===== src/rtl/svm_seq_ctrl.sv =====
// svm_seq_ctrl: walks class/feature indices for the shared MAC, strobes clear/accumulate/bias,
// and keeps the arg-max class score, publishing it as w_class with a level ready flag.
module svm_seq_ctrl #(
    parameter int N_features   = 11,
    parameter int N_classes    = 6,
    parameter int scoreWidth   = 16,
    localparam int featSelWidth = $clog2(N_features),
    localparam int classWidth   = $clog2(N_classes)
) (
    input  logic                         clk,
    input  logic                         rst_n,
    input  logic                         start,
    input  logic signed [scoreWidth-1:0] score,
    output logic [featSelWidth-1:0]      feat_sel,
    output logic [classWidth-1:0]        class_sel,
    output logic                         acc_clr,
    output logic                         acc_en,
    output logic                         bias_en,
    output logic                         ready,
    output logic [classWidth-1:0]        w_class
);
    typedef enum logic [2:0] {IDLE, CLR, MAC, BIAS, CMP, DONE} state_t;

    localparam logic [featSelWidth-1:0] FEAT_LAST  = featSelWidth'(N_features - 1);
    localparam logic [classWidth-1:0]   CLASS_LAST = classWidth'(N_classes - 1);

    state_t                         state_q;
    logic [featSelWidth-1:0]        feat_q;
    logic [classWidth-1:0]          class_q, best_idx_q, w_class_q;
    logic signed [scoreWidth-1:0]   best_score_q;
    logic                           acc_clr_q, acc_en_q, bias_en_q, ready_q;
    logic                           take;

    // Class 0 seeds the running best; later classes must strictly beat it, so ties keep the lower index.
    assign take = (class_q == '0) || (score > best_score_q);

    always_ff @(posedge clk or negedge rst_n) begin
        if (!rst_n) begin
            state_q      <= IDLE;
            feat_q       <= '0;
            class_q      <= '0;
            best_idx_q   <= '0;
            best_score_q <= '0;
            w_class_q    <= '0;
            acc_clr_q    <= 1'b0;
            acc_en_q     <= 1'b0;
            bias_en_q    <= 1'b0;
            ready_q      <= 1'b0;
        end else begin
            acc_clr_q <= 1'b0;
            acc_en_q  <= 1'b0;
            bias_en_q <= 1'b0;
            case (state_q)
                IDLE: begin
                    state_q   <= CLR;
                    class_q   <= '0;
                    feat_q    <= '0;
                    acc_clr_q <= 1'b1;
                end
                CLR: begin
                    state_q  <= MAC;
                    acc_en_q <= 1'b1;
                end
                MAC: begin
                    if (feat_q == FEAT_LAST) begin
                        state_q   <= BIAS;
                        bias_en_q <= 1'b1;
                    end else begin
                        feat_q   <= feat_q + 1'b1;
                        acc_en_q <= 1'b1;
                    end
                end
                BIAS: state_q <= CMP;
                CMP: begin
                    if (take) begin
                        best_score_q <= score;
                        best_idx_q   <= class_q;
                    end
                    if (class_q == CLASS_LAST) begin
                        state_q   <= DONE;
                        ready_q   <= 1'b1;
                        w_class_q <= take ? class_q : best_idx_q;
                    end else begin
                        state_q   <= CLR;
                        class_q   <= class_q + 1'b1;
                        feat_q    <= '0;
                        acc_clr_q <= 1'b1;
                    end
                end
                DONE: begin
                    if (start) begin
                        state_q   <= CLR;
                        class_q   <= '0;
                        feat_q    <= '0;
                        acc_clr_q <= 1'b1;
                        ready_q   <= 1'b0;
                    end
                end
                default: state_q <= IDLE;
            endcase
        end
    end

    assign feat_sel  = feat_q;
    assign class_sel = class_q;
    assign acc_clr   = acc_clr_q;
    assign acc_en    = acc_en_q;
    assign bias_en   = bias_en_q;
    assign ready     = ready_q;
    assign w_class   = w_class_q;
endmodule

===== config.mk =====
export PLATFORM = sky130hd
export DESIGN_NAME = svm_seq_ctrl
export DESIGN_NICKNAME = d
export VERILOG_FILES = /design/src/rtl/svm_seq_ctrl.sv
export SDC_FILE = /design/constraint.sdc
export NUM_CORES = 1
export LEC_CHECK = 0
export ABC_AREA = 0
export ABC_CLOCK_PERIOD_IN_PS = 6020
export CORE_MARGIN = 1
export CORE_UTILIZATION = 35
export DETAILED_ROUTE_END_ITERATION = 10
export DONT_BUFFER_PORTS = 1
export PLACE_DENSITY_LB_ADDON = 0.1
export SYNTH_ARGS = -nofsm -noshare
export SYNTH_HDL_FRONTEND = slang
export SYNTH_SLANG_ARGS = --single-unit

===== constraint.sdc =====
create_clock -name clk -period 6.02 [get_ports clk]
set_input_delay 1.204 -clock clk [delete_from_list [all_inputs] [get_ports clk]]
set_output_delay 1.204 -clock clk [all_outputs]
set_load 0.03 [all_outputs]

==> Implementation_results.wiki <==
{| class="wikitable"
! Metric !! Value
|-
| Global-route total usage across every layer || 0.136
|-
| Final Hold Violating Endpoints || 0
|-
| Count of buffer and inverter cells on the critical path || 0
|-
| Root buffer cell || sky130_fd_sc_hd__clkbuf_8
|-
| Cell depth of the worst hold path || 1
|-
| Row count || 27
|-
| Highest-count cells in the layout ignoring fill and taps || 36 x sky130_fd_sc_hd__dfrtp_1, 26 x sky130_fd_sc_hd__inv_1, 21 x sky130_fd_sc_hd__ha_1
|-
| Avg Synthesized Cell Area || 10.7 sq um
|-
| Die ar. || about 6200 sq um
|-
| Core Box Area || about 5600 sq um
|-
| Worst-path maximum fanout || 19
|-
| Syn_nets || approximately 230
|-
| Cts-stage hold buffer count || 0
|-
| P per Cell Area || 281 nW/um^2
|-
| Number of top-level pins || 33
|-
| Run status || finished, final reports clean
|-
| Worst path top cell family by delay || simple AND/OR/NAND/NOR gates
|-
| Number of I/O port buffers || 0
|-
| Sum of negative setup slack || 0 ns
|-
| Number of placed instances with taps included || 259
|-
| Delay contributed by the slowest stage of the critical path || 0.58 ns
|-
| Leakage power summed over all cells || 1.06 nW
|-
| Final period utilization || 0.564
|-
| Non-filler cells, final || ~270
|-
| Number of antenna violations at the first check in global routing || 0
|-
| Crit path cell chain || ha_1 -> nand4_2 -> nor4_1 -> and4_1 -> o31ai_4 -> o21ai_4 -> mux2_2
|-
| Setup-violating endpoint count in the final report || 0
|-
| Residual DRC || 0
|-
| Max Slew Vio Count || 0
|-
| Ratio of routed vias to standard cells || roughly 5.1
|-
| Gate count of the mapped netlist || between 150 and 200
|-
| Global-route wire length before repair || ~6600 um
|-
| Fin nets || between 200 and 250
|-
| Signal arrival time at the worst endpoint || between 3 and 4 ns
|-
| Hold crit path type || register to register
|-
| Area share of xor/xnor cells in the synthesized design || 0.00850
|-
| Leading cell type in the layout, fill and taps excluded || sky130_fd_sc_hd__dfrtp_1
|-
| Post-synthesis adder-cell area fraction || 0.127
|-
| Max IR drop VDD || 0.147 mV
|-
| Number of design-rule violations left by the first detailed-router iteration || 35
|-
| Number of max-cap violations || 0
|-
| Count of cells resized by post-cts repair || 0
|-
| Crit path required time || ~6.2 ns
|-
| Shortest period the worst path allows || 3.39 ns
|-
| Share of post-route cells with drive strength above 1 || 0.169
|-
| Worst setup path category || primary input to register
|-
| Pin count of the biggest net entering global routing || 37
|-
| Worst reg-to-reg path cell count || 8
|-
| Clock transition at the registers of the reported paths || 0.07 ns
|-
| Setup skew after layout || around 0.010 ns
|-
| Total number of yosys warnings || 0
|-
| CP Depth || 7
|-
| Number of distinct library cells after synthesis || just over 40
|-
| Number of clock buffers inserted by TritonCTS || 5
|-
| Count of antenna-violating nets left after detailed routing || 0
|-
| H-Tree Depth || 2
|-
| Max Clk Rate || about 290 MHz
|-
| Setup fix buffers added after clock tree synthesis || 0
|-
| Compound-gate portion of the synthesized area || 0.141
|-
| GRT overflow || 0
|-
| Vias in the first global route || roughly 1500
|-
| Growth of design area from synthesis to finish || 8.68%
|-
| DRT Pass-1 Iters || 4
|-
| Die Span X || 78.8 um
|-
| Vias after detailed routing || 1361
|-
| Post-DP HPWL || 2780 um
|-
| Normalized max-slew margin || 0.520
|-
| Setup repair after global routing missed its margin || false
|-
| CTS tree || built
|-
| Share of synthesized area occupied by flip-flops and latches || 0.437
|-
| Final weighted congestion in routability-driven placement || roughly 0.73
|-
| Number of clock sinks seen by CTS || 36
|-
| Area of the mapped netlist || about 2100 sq um
|-
| Core Util, Final || 0.400
|-
| Number of diodes added for antenna fixing || 0
|-
| Largest family of logic cells by synthesized area || compound AO/OA/AOI/OAI gates
|-
| Vertical extent of the die || ~79 um
|-
| Multiplexer share of the synthesized area || 0.110
|-
| Count of state elements after synthesis || 36
|-
| Initial cell density of the core || 0.368
|-
| Crit path launch type || primary input
|-
| Sort of element at the end of the critical path || register
|-
| Slew at the pin with the worst max-slew slack || a little over 0.7 ns
|-
| Cell type of the slowest stage on the worst timing path || sky130_fd_sc_hd__o21ai_4
|-
| Post-Synth Simple-Gate Area || 0.116
|-
| Clock latency reported for the late side of the worst-skew pair || approximately 0.29 ns
|-
| Maximum buffer depth of the clock tree || 2
|-
| Per-cell routed wire length || 13.9 um
|-
| Wire length reported by the detailed router || around 3700 um
|-
| Final-layout worst hold slack || approximately 0.5 ns
|}
## registers in the layout, indices dropped and copies added, names as in the netlist
register	count
best_idx_q	3
bias_en	1
class_sel	3
ready	1
acc_clr	1
feat_sel	4
state_q	3
w_class	3
acc_en	1
best_score_q	16
## layer usage
metal / vias up / global-route usage / part of all wire
li1: 671 / - / -
met3: 5 / 0.0483 / 0.063
met5: - / 0 / 0
met1: 659 / 0.157 / 0.45
met4: 0 / 0.0444 / 0.0084
met2: 26 / 0.233 / 0.48
## layout make-up
type	instances	area, sq um
clock inverter	3	46.3
fill	564	3370
tap	72	90.1
multi-input combinational	125	1040
inverter	26	97.6
clock buffer	5	68.8
sequential	36	901
## Yosys cell counts, drive strengths merged
cell / n / area [sq um]
nand3: 5 / 25.0
a211oi: 1 / 7.51
and4: 1 / 8.76
nor3b: 1 / 12.5
and2: 1 / 6.26
nor2b: 2 / 12.5
o21ba: 1 / 10.0
o21a: 1 / 7.51
o22a: 1 / 8.76
o31ai: 1 / 21.3
or3: 1 / 11.3
and3: 2 / 17.5
dfrtp: 36 / 901
a31oi: 3 / 33.8
mux2: 16 / 206
nand2b: 3 / 18.8
clkbuf: 4 / 15.0
nand3b: 1 / 7.51
a22o: 1 / 8.76
ha: 21 / 263
nand4: 3 / 25.0
buf: 1 / 11.3
nor2: 6 / 22.5
inv: 26 / 97.6
nor3: 4 / 20.0
a21o: 1 / 7.51
xor2: 2 / 17.5
nor4: 1 / 6.26
nand2: 12 / 45.0
o21ai: 12 / 71.3
a32o: 1 / 10.0
mux2i: 2 / 20.0
a21oi: 13 / 65.1
a21bo: 1 / 10.0
o22ai: 2 / 12.5
o31a: 2 / 17.5
## per-stage QoR
stage | worst slack [ns] | power, mW | area, sq um
2_1_floorplan | 2.72 | 0.391 | 2060
3_3_place_gp | 2.39 | 0.412 | 2130
3_5_place_dp | 2.27 | 0.415 | 2130
4_1_cts | 2.57 | 0.639 | 2240
5_1_grt | 2.45 | 0.671 | 2240
6_report | 2.63 | 0.630 | 2240
## cells by family after synthesis
logic type / count (synthesis)
and+or+nand+nor: 43
buffers and inverters: 31
adders and majority gates: 21
AOI/OAI and AO/OA: 41
DFF: 36
xor gates and xnor gates: 2
muxes: 18
## where the power goes
part,internal (mW),switching [mW]
logic,0.0668,0.0612
registers,0.269,0.0126
clock network,0.125,0.0954
## path summary, 6_finish.rpt
path | start | slack (ns) | end
max in group asynchronous | rst_n | 5.34 | best_score_q[0]
setup reg to reg | best_score_q[15] | 3.16 | best_score_q[8]
hold reg to reg | best_score_q[7] | 0.51 | best_score_q[7]
hold / removal | best_score_q[7] | 0.51 | best_score_q[7]
setup / recovery | score[15] | 2.63 | best_score_q[8]
min in group asynchronous | rst_n | 0.59 | acc_en
Power figures use the tool's default switching activity.
